**src/rtl/cpu_trace_emitter.sv**
```systemverilog
// cpu_trace_emitter: serialises one register/memory write record into an ASCII character stream.
// Define TRACE_SPACES_EN to emit the three separator spaces; otherwise the compact form is produced.
module cpu_trace_emitter (
    input  logic        clk,
    input  logic        reset,
    input  logic        start,
    input  logic        kind,
    input  logic [15:0] time_bcd,
    input  logic [31:0] pc,
    input  logic [4:0]  reg_id,
    input  logic [31:0] addr,
    input  logic [31:0] data,
    output logic [7:0]  char,
    output logic        char_valid,
    output logic        busy,
    output logic        done
);
`ifdef TRACE_SPACES_EN
    localparam bit SPACES = 1'b1;
`else
    localparam bit SPACES = 1'b0;
`endif

    typedef enum logic [3:0] {
        S_IDLE, S_CARET, S_TIME, S_AT, S_PC, S_COLON, S_SP1, S_KIND,
        S_ID, S_SP2, S_LT, S_EQ, S_SP3, S_DATA, S_HASH
    } state_t;

    state_t      state, nxt;
    logic [2:0]  cnt, cnt_nxt;
    logic        k_q;
    logic [15:0] t_q;
    logic [31:0] p_q, a_q, d_q;
    logic [4:0]  r_q;
    logic [1:0]  t_top, tens;
    logic [3:0]  ones;

    function automatic logic [7:0] hex(input logic [3:0] n);
        return n < 4'd10 ? 8'h30 + {4'h0, n} : 8'h57 + {4'h0, n};
    endfunction

    // BCD digits above 9 saturate to '9'
    function automatic logic [7:0] dec(input logic [3:0] n);
        return 8'h30 + (n > 4'd9 ? 8'd9 : {4'h0, n});
    endfunction

    always_comb begin
        t_top = t_q[15:12] != 4'd0 ? 2'd3 : t_q[11:8] != 4'd0 ? 2'd2 : t_q[7:4] != 4'd0 ? 2'd1 : 2'd0;
        tens  = r_q >= 5'd30 ? 2'd3 : r_q >= 5'd20 ? 2'd2 : r_q >= 5'd10 ? 2'd1 : 2'd0;
        ones  = 4'(r_q - 5'd10 * {3'b000, tens});
    end

    always_ff @(posedge clk) begin
        if (reset) begin
            state <= S_IDLE;
            cnt   <= 3'd0;
            k_q   <= 1'b0;
            t_q   <= 16'h0;
            p_q   <= 32'h0;
            r_q   <= 5'd0;
            a_q   <= 32'h0;
            d_q   <= 32'h0;
        end else begin
            state <= nxt;
            cnt   <= cnt_nxt;
            if (state == S_IDLE && start) begin
                k_q <= kind;
                t_q <= time_bcd;
                p_q <= pc;
                r_q <= reg_id;
                a_q <= addr;
                d_q <= data;
            end
        end
    end

    always_comb begin
        nxt     = state;
        cnt_nxt = cnt;
        case (state)
            S_IDLE:  nxt = start ? S_CARET : S_IDLE;
            S_CARET: begin nxt = S_TIME; cnt_nxt = {1'b0, t_top}; end
            S_TIME:  if (cnt == 3'd0) nxt = S_AT; else cnt_nxt = cnt - 3'd1;
            S_AT:    begin nxt = S_PC; cnt_nxt = 3'd7; end
            S_PC:    if (cnt == 3'd0) nxt = S_COLON; else cnt_nxt = cnt - 3'd1;
            S_COLON: nxt = SPACES ? S_SP1 : S_KIND;
            S_SP1:   nxt = S_KIND;
            S_KIND:  begin nxt = S_ID; cnt_nxt = k_q ? 3'd7 : (r_q >= 5'd10 ? 3'd1 : 3'd0); end
            S_ID:    if (cnt == 3'd0) nxt = SPACES ? S_SP2 : S_LT; else cnt_nxt = cnt - 3'd1;
            S_SP2:   nxt = S_LT;
            S_LT:    nxt = S_EQ;
            S_EQ:    begin nxt = SPACES ? S_SP3 : S_DATA; cnt_nxt = 3'd7; end
            S_SP3:   begin nxt = S_DATA; cnt_nxt = 3'd7; end
            S_DATA:  if (cnt == 3'd0) nxt = S_HASH; else cnt_nxt = cnt - 3'd1;
            S_HASH:  begin nxt = S_IDLE; cnt_nxt = 3'd0; end
            default: begin nxt = S_IDLE; cnt_nxt = 3'd0; end
        endcase
    end

    always_comb begin
        char = 8'h00;
        case (state)
            S_CARET:             char = "^";
            S_TIME:              char = dec(t_q[{cnt[1:0], 2'b00} +: 4]);
            S_AT:                char = "@";
            S_PC:                char = hex(p_q[{cnt, 2'b00} +: 4]);
            S_COLON:             char = ":";
            S_SP1, S_SP2, S_SP3: char = 8'h20;
            S_KIND:              char = k_q ? "*" : "$";
            S_ID:                char = k_q ? hex(a_q[{cnt, 2'b00} +: 4]) : dec(cnt[0] ? {2'b00, tens} : ones);
            S_LT:                char = "<";
            S_EQ:                char = "=";
            S_DATA:              char = hex(d_q[{cnt, 2'b00} +: 4]);
            S_HASH:              char = "#";
            default:             char = 8'h00;
        endcase
        char_valid = state != S_IDLE;
        busy       = state != S_IDLE;
        done       = state == S_HASH;
    end
endmodule

```
**config.mk**
```make
export PLATFORM = sky130hd
export DESIGN_NAME = cpu_trace_emitter
export DESIGN_NICKNAME = d
export VERILOG_FILES = /design/src/rtl/cpu_trace_emitter.sv
export SDC_FILE = /design/constraint.sdc
export NUM_CORES = 1
export LEC_CHECK = 0
export CAP_MARGIN = 10
export CORE_UTILIZATION = 45
export CTS_CLUSTER_DIAMETER = 50
export CTS_CLUSTER_SIZE = 40
export DETAILED_ROUTE_END_ITERATION = 16
export PLACE_DENSITY = 0.7
export SYNTH_ARGS = -nofsm -noshare
export SYNTH_HDL_FRONTEND = slang
export SYNTH_SLANG_ARGS = --single-unit
```
**constraint.sdc**
```tcl
create_clock -name clk -period 3 [get_ports clk]
set_clock_uncertainty 0.15 [all_clocks]
set_input_delay 0.6 -clock clk [delete_from_list [all_inputs] [get_ports clk]]
set_output_delay 0.6 -clock clk [all_outputs]
set_load 0.02 [all_outputs]
```
* Yosys cells after proc, flatten, opt, wreduce, memory -nomap -nowiden
Index checks and enable logic that the tools add are counted.
** Operators by class
- Add/subtract/negate cells :: 10
- Multipliers :: 1
- $lt $le $gt $ge :: 8
- Equality and inequality tests :: 19
- Shift-type cells :: 4
- Muxes and demuxes :: 25
- Bitwise gates (word level) :: 1
- Reduce and logical (&&, ||, !) cells :: 15
** Operator list (count)
- one-hot mux 8 bit (12 select lines) :: 1
- variable part select 32 x 6 -> 4 bit :: 3
- one-hot mux 4 bit (12 select lines) :: 1
- adder 6 x 4 -> 7 bit, first input constant :: 5
- 2-to-1 mux 4 bit :: 8
- 2-to-1 mux 8 bit :: 4
- equality test 4 bit, second input constant :: 7
- adder 7 x 4 -> 8 bit, first input constant :: 3
- equality test 4 x 3 -> 1 bit, second input constant :: 4
- nonzero test 4 bit :: 4
- variable part select 16 x 5 -> 4 bit :: 1
- one-hot mux 3 bit (5 select lines) :: 1
- < comparator 4 bit, second input constant :: 3
- greater-or-equal comparator 5 bit, second input constant :: 2
- inequality test 2 bit, second input constant :: 5
- equality test 4 x 2 -> 1 bit, second input constant :: 2
- greater-than comparator 4 bit, second input constant :: 2
- 2-to-1 mux 2 bit :: 4
- 2-to-1 mux 3 bit :: 2
- OR reduction 3 bit :: 2
- greater-or-equal comparator 5 x 4 -> 1 bit, second input constant :: 1
- OR reduction 5 bit :: 1
- equality test 4 x 1 -> 1 bit, second input constant :: 1
- logical NOT 4 bit :: 1
- other kinds (11) :: 15
** Storage, ports and cells
- Flip-flop bits (word level) :: 125
- Bits of input ports :: 121
- Output and inout bits :: 11
- Word-level logic and storage cells :: 91

* Longest topological paths before layout
Gate-level depths: netlist of run 1.
- Depth in word-level cells :: 12
- Depth in mapped cells :: 12
- Depth with buffers taken out :: 9

* Least setup slack after synthesis of run 1
Ideal clock, no wire load.
- Kind :: flip-flop to output port
- Start :: register r_q[4]
- End :: output char[1]
- Data arrival time :: 2708 ps
- Data required time :: 2250 ps
- Path slack :: -458 ps
- Cell stages (with the launch flop) :: 9
- Path buffers :: 0
- Cell sequence :: dfxtp_1 inv_1 maj3_1 a22o_1 ha_1 fa_1 xor2_1 a221oi_1 o311ai_0
** On the way
- Cells in the longest elaborated chain, start to end :: 12
- Elaborated cells between the ends (all ways) :: 14
- Those cells by class :: add/sub: 2; mul: 1; order compare: 4; mux: 7
** Ends and longest elaborated chain
- start: declaration :: RTL line 34 : logic [4:0] r_q;
- start signal: assignment :: RTL line 70 : r_q <= reg_id;
- greater-or-equal comparator 5 x 4 -> 1 bit :: RTL line 49 : tens = r_q >= 5'd30 ? 2'd3 : r_q >= 5'd20 ? 2'd2 : r_q >= 5'd10 ? 2'd1 : 2'd0;
- 2-to-1 mux 1 bit :: RTL line 49
- 2-to-1 mux 2 bit :: RTL line 49
- 2-to-1 mux 2 bit (*) :: RTL line 49
- multiplier 3 x 2 -> 3 bit :: RTL line 50 : ones = 4'(r_q - 5'd10 * {3'b000, tens});
- subtractor 4 bit :: RTL line 50
- 2-to-1 mux 4 bit (*) :: RTL line 110 : S_ID: char = k_q ? hex(a_q[{cnt, 2'b00} +: 4]) : dec(cnt[0] ? {2'b00, tens} : ones);
- greater-than comparator 4 bit :: RTL line 44 : return 8'h30 + (n > 4'd9 ? 8'd9 : {4'h0, n});
- 2-to-1 mux 4 bit (*) :: RTL line 44
- adder 6 x 4 -> 7 bit (*) :: RTL line 44
- 2-to-1 mux 8 bit (*) :: RTL line 110
- one-hot mux 8 bit (12 select lines) (*) :: RTL line 102 : case (state)
- end: declaration :: RTL line 13 : output logic [7:0] char,
Every way passes the cells marked *; elsewhere a longest branch is shown, timed or not.

* Final worst setup path of run 1
- Start :: register cnt[0]
- End :: output char[0]
** On the way
- Cells in the longest elaborated chain, start to end :: 6
- Elaborated cells between the ends (all ways) :: 25
- Those cells by class :: add/sub: 8; order compare: 5; shift: 4; mux: 8
** Ends and longest elaborated chain
- start: declaration :: RTL line 30 : logic [2:0] cnt, cnt_nxt;
- start signal: assignment :: RTL line 65 : cnt <= cnt_nxt;
- branches (longest 5 deep; another with adder 6 x 4 -> 7 bit)
- one-hot mux 8 bit (12 select lines) (*) :: RTL line 102
Every way passes the cells marked *.

==> reports/results.tsv, run 1 <==
metric	value	unit
p_leak	3.40	nW
syn-cell-area	0.00636	mm²
syn2layout_area_growth	44.0	%
dieHeight	121	µm
synth.net_count	914	
hold_viol	0	
core_area	0.0138	mm²
synth_edf_count	0	
max_stage_delay	0.52	ns
status	complete, but fails checks	
drc	0	
drt-vias-per-instance	5.48	
fin_crit	3.45	ns
max_slew_margin	0.606	
dr_total_vias	6261	
crit_chain	buf_12 -> buf_16 -> mux4_2 -> mux2_4 -> a21boi_1 -> xnor2_1 -> nand2_1 -> nand4_1 -> buf_4	
hold_buffers	0	
grt_pass1_wl	29800	µm
dr.max_layer_used	met4	
crit_type	reg2out	
grt.overflow.total	0	
finalSetupViolCount	6	
h-tree-depth	4	
seqPwrFrac	0.343	
p_int	3.94	mW
die-area	0.0146	mm²
synth_area_leaders	dfxtp_1 39%, nand2_1 15%, a21oi_1 11%, mux4_1 7.0%, mux4_2 3.9%	
root_buffer	clkbuf_16	
wl_met1	8380	µm
critPathBufInv	3	
fin_ws	-0.453	ns
p_sw_frac	0.300	
track_usage	0.267	
drtIter0Drc	430	
grt_pass1_vias	5900	
routedWlPerCell	16.8	µm
critPathMaxFanout	6	
irDropWorstVdd	430	µV
tightest_slew	0.591	ns
synth_cell_types	67	
post-route-period-util	1.15	
synthCells	786	
rows	43	
nNetsFinal	1078	
synthTopCellsByCount	259 x nand2_1, 140 x a21oi_1, 125 x dfxtp_1, 47 x clkbuf_1, 23 x nor2_1	
p_comb_frac	0.295	
path_clk_slew	0.06	ns
drv_slew	0	
dieWidth	121	µm
wl_met3	1010	µm
hold_path_class	reg2reg	
yosysTopAreaCell	dfxtp_1	
cts_buffer_depth	2	
final_layout_size_suffix_gt1_frac	0.192	
dp_slack	-0.641	ns
violations	setup timing	
required	2.25	ns
yosys_warnings	0	
drt_wl_total	19200	µm
power.switching	1.68	mW
multi_input_area	0.00374	mm²
worstSetupStartpointType	flop	
ys_ff_latch	125	
antenna_found_initial	0	
maxCapViolCount	0	
dp_hpwl	13400	µm
critPathCaptureType	primary output	
max_freq	0.290	GHz
portBuffers	130	
grt_max_degree	68	
cts_sinks	125	
fillers	1110	
rsz0062_at_grt	yes	
cts_buffers	17	
powerDensity	614	mW/mm²
synthArstFlopShare	0	
diodes	0	
clk_latency	0.42	ns
critPathArrivalTime	2.70	ns
slowest_stage	mux4_2	
place_congestion	0.923	
start_util	0.460	
fin_area	0.00916	mm²
whs	0.304	ns
drt_first_pass_iters	5	
synth_top_area_frac	0.393	
ios	132	
avgSynthCellArea	8.10	µm²
critPathTopFamily	multiplexers	
power_frac_clock	0.362	
ant_nets	0	
dpl_cell_area	0.00819	mm²
synth_flop_cell	dfxtp_1	
wl_met2	9360	µm
ys_seq_area_frac	0.393	
yosysMostFrequentCell	nand2_1	
tritoncts	done	
finalPower	5.62	mW
regArea	0.00251	mm²
[power by group through the flow]
stage                     clock (mW)  combinational (mW)  sequential (mW)
after global placement             0                1.42             1.94
final                           2.04                1.66             1.93
after floorplan                    0               0.919             1.91
after CTS                       2.07                1.57             1.92
after detailed placement           0                1.45             1.95
after global routing            2.14                1.80             1.94
[flip-flops by register name, indices dropped and copies added, names as in the netlist]
| register | cells |
|---|---|
| p_q | 32 |
| t_q | 16 |
| k_q | 1 |
| r_q | 5 |
| a_q | 32 |
| cnt | 3 |
| d_q | 32 |
| state | 4 |
[worst min-delay path, stage by stage (launching register included)]
cell and delay (ns):
dfxtp_1 0.31, nand2_1 0.05, a21oi_1 0.05
[cells by family (layout without fill, tap and decap cells)]
logic type,after synthesis,count (layout),synth area share
multiplexers,40,40,0.132
XOR/XNOR,3,3,0.00413
AND/OR/NAND/NOR,325,325,0.208
adder cells (fa/ha/maj),11,11,0.0212
other,1,1,0.000589
flip-flops,125,125,0.393
buffers and inverters,76,252,0.0545
AO/OA/AOI/OAI,205,205,0.186
[layout make-up]
class                           count  area share
Clock inverter                      8      0.0117
Tap cell                          180      0.0246
Clock buffer                       23      0.0522
Timing Repair Buffer              209       0.225
Inverter                           12     0.00492
Multi-Input combinational cell    585       0.408
Sequential cell                   125       0.274
[cells in the final DEF, fill, tap and decap left out, types with 4 or more instances in the layout]
cell type	synthesis	final
a21oi_1	140	138
a22oi_1	4	4
a2bb2oi_1	4	4
buf_12	2	9
buf_4	2	66
buf_6	2	9
clkbuf_16	0	17
clkdlybuf4s50_1	0	123
clkinvlp_4	0	4
dfxtp_1	125	123
inv_1	12	11
mux2i_1	6	4
mux2i_4	1	4
mux4_1	17	4
mux4_2	11	24
nand2_1	259	259
nand3_1	6	4
nor2_1	23	22
nor2b_1	7	4
nor3_1	6	6
o21ai_0	18	15
[metal layers]
metal	GRT usage	vias to the layer above
met5	0	-
met4	0.106	0
met3	0.0517	31
met2	0.439	207
met1	0.344	2964
li1	-	3059
[what timing repair did]
| action | in CTS | in global routing |
|---|---|---|
| gates resized for setup | 68 | 35 |
| endpoints found under the hold margin | 0 | 0 |
| setup endpoints to repair | 6 | 6 |
| setup buffers | 8 | 5 |
| gates cloned | 3 | 0 |
| pin swaps | 23 | 16 |
[per-stage QoR]
stage               setup TNS [ns]  utilization  instances
floorplan                 -0.00647            -        786
global placement             -2.96        0.592       1096
detailed placement           -3.21        0.592       1096
CTS                          -2.72        0.652       1138
global route                 -3.01        0.663       1142
finish                       -2.42        0.663       1142
[path summary, 6_finish.rpt]
check	end	depth (start not counted)	startpoint	slack, ns
setup reg to reg	cnt[0]	12	cnt[0]	0.13
hold reg to reg	a_q[24]	2	a_q[24]	0.30
setup / recovery	char[0]	9	cnt[0]	-0.45
hold / removal	a_q[24]	2	a_q[24]	0.30
Note: power is estimated with default switching activity, not from simulation.
==> inputs of run 2 (changes only) <==
PLACE_DENSITY = 0.68   (was 0.7)
clock period = 3.3 ns   (was 3 ns; I/O delays follow)
==> run 2 against run 1 <==
Effect of this change: the flow still finishes with violations (setup timing); cell area fell by 2.1%; critical path depth up 1; non-clock buffer count is 9 lower; critical path type unchanged; via count fell by 0.62%; wire length decreased by 6.5%; count of clock-buffer cells in the layout decreased by 1; register-to-register slack gained 0.42 ns; global-route usage down 1.0 points.
==> reports/results.tsv, run 2 (same netlist as run 1, synthesis figures left out) <==
metric	value	unit	change
status	complete, but fails checks		
violations	setup timing		
max_freq	0.285	GHz	
post-route-period-util	1.06		
p_leak	3.35	nW	-1.5%
place_congestion	0.921		-0.24%
routedWlPerCell	15.8	µm	-5.9%
final_common_cell	nand2_1		
power_frac_clock	0.344		-0.018
worstSetupStartpointType	flop		
drc	0		unchanged
dpl_cell_area	0.00811	mm²	-0.89%
crit_type	reg2out		
fin_crit	3.51	ns	
required	2.49	ns	+0.24 ns
rows	43		unchanged
tightest_slew	0.607	ns	+0.0157 ns
rsz0062_at_grt	yes		
tritoncts	done		
slowest_stage	mux4_2		
grt.overflow.total	0		unchanged
nNetsFinal	1069		-0.83%
diodes	0		unchanged
top_regs	a_q: 32 flops, d_q: 32 flops, p_q: 32 flops		
hold_path_class	reg2reg		
portBuffers	130		unchanged
ios	132		unchanged
core_area	0.0138	mm²	unchanged
track_usage	0.257		-0.0102
grt_pass1_vias	6037		+2.3%
hold_viol	0		unchanged
maxCapViolCount	0		unchanged
irDropWorstVdd	392	µV	-9.0%
max_stage_delay	0.52	ns	about the same
cts_sinks	125		unchanged
clk_latency	0.42	ns	about the same
layout_common_cells	259 x nand2_1, 137 x a21oi_1, 123 x clkdlybuf4s50_1		
critPathMaxFanout	6		unchanged
syn2layout_area_growth	41.0	%	
power.switching	1.48	mW	-12%
critPathArrivalTime	2.70	ns	about the same
die-area	0.0146	mm²	unchanged
place_inst	1088		-0.73%
drt_first_pass_iters	5		unchanged
grt_pass1_wl	29200	µm	-1.9%
path_clk_slew	0.05	ns	about the same
final_layout_size_suffix_gt1_frac	0.183		-0.00887
antenna_found_initial	0		unchanged
dr_total_vias	6222		-0.62%
cts_buffers	17		unchanged
p_comb_frac	0.297		+0.002
h-tree-depth	4		unchanged
fin_ws	-0.208	ns	+0.245 ns
dp_hpwl	12700	µm	-4.6%
critPathCaptureType	primary output		
final_cells	1134		-0.70%
root_buffer	clkbuf_16		
drtIter0Drc	548		+27%
drt-vias-per-instance	5.49		about the same
dieWidth	121	µm	unchanged
dieHeight	121	µm	unchanged
ant_nets	0		unchanged
tns	-0.932	ns	+1.48 ns
cts_buffer_depth	2		unchanged
max_slew_margin	0.595		-0.0105
critPathTopFamily	buffers and inverters		
p_sw_frac	0.304		+0.00452
grt_max_degree	70		+2.9%
hold_buffers	0		unchanged
drv_slew	0		unchanged
fin_area	0.00897	mm²	-2.1%
finalSetupViolCount	6		unchanged
start_util	0.460		unchanged
seqPwrFrac	0.359		+0.016
critPathBufInv	4		+1
p_int	3.39	mW	-14%
crit_chain	buf_12 -> buf_12 -> mux4_2 -> buf_6 -> o21a_1 -> o211ai_1 -> nand2_1 -> a32oi_2 -> nand4_1 -> buf_6		
final_util	0.649		-0.0137
powerDensity	543	mW/mm²	-12%
drt_wl_total	17900	µm	-6.5%
run 2: cell types whose count changed in the layout (fill, tap and decap cells not counted), sizes merged:
cell / previous run / this run
buf: 86 / 77
clkbuf: 23 / 22
clkinv: 0 / 5
bufinv: 2 / 0
inv: 14 / 13
run 2: worst register-to-register path, delay by kind of cell (launching register included):
kind / cells / cell delay (ns)
AOI/OAI and AO/OA: 3 / 0.57
buffers and inverters: 4 / 0.62
DFF: 1 / 0.39
and+or+nand+nor: 2 / 0.27
adders and majority gates: 2 / 0.60
run 2: worst paths after layout:
kind / slack (ns) / end / startpoint / cells after the start
max reg2reg: 0.55 / cnt[0] / cnt[0] / 11
min: 0.30 / a_q[25] / a_q[25] / 2
min reg2reg: 0.30 / a_q[25] / a_q[25] / 2
max: -0.21 / char[0] / cnt[0] / 10
run 2: layout make-up:
class | count | area, µm²
Fill cell | 1160 | 4850
Multi-Input combinational cell | 585 | 3710
Sequential cell | 125 | 2510
Timing Repair Buffer | 200 | 1950
Clock buffer | 22 | 474
Tap cell | 180 | 225
Clock inverter | 10 | 63.8
Inverter | 12 | 45.0
run 2: timing repair:
item                       in CTS  in global routing
setup endpoints to repair       6                  6
resized for setup              75                 26
pin swaps                      19                 22
setup buffers                  10                  5
gates cloned                    1                  0
run 2: metrics by stage:
step | setup WS [ns] | hold slack (ns) | total power [mW]
2_1_floorplan | 0.0276 | 0.282 | 2.56
3_3_place_gp | -0.425 | 0.290 | 3.04
3_5_place_dp | -0.477 | 0.296 | 3.07
4_1_cts | -0.251 | 0.303 | 4.85
5_1_grt | -0.294 | 0.322 | 5.12
6_report | -0.208 | 0.300 | 4.87
run 2: power by group through the flow:
| stage | clock (mW) | sequential, mW | combinational [mW] |
|---|---|---|---|
| after floorplan | 0 | 1.74 | 0.824 |
| after global placement | 0 | 1.77 | 1.28 |
| after detailed placement | 0 | 1.77 | 1.30 |
| after CTS | 1.70 | 1.75 | 1.40 |
| after global routing | 1.77 | 1.77 | 1.58 |
| final | 1.68 | 1.75 | 1.45 |
run 2: routing by layer:
layer  global-route usage  vias to the layer above  wire (µm)
met5                    0                        -          0
met4               0.0833                        0        279
met3               0.0512                       25        878
met2                0.433                      194       8740
met1                0.328                     2968       8030
li1                     -                     3035          -
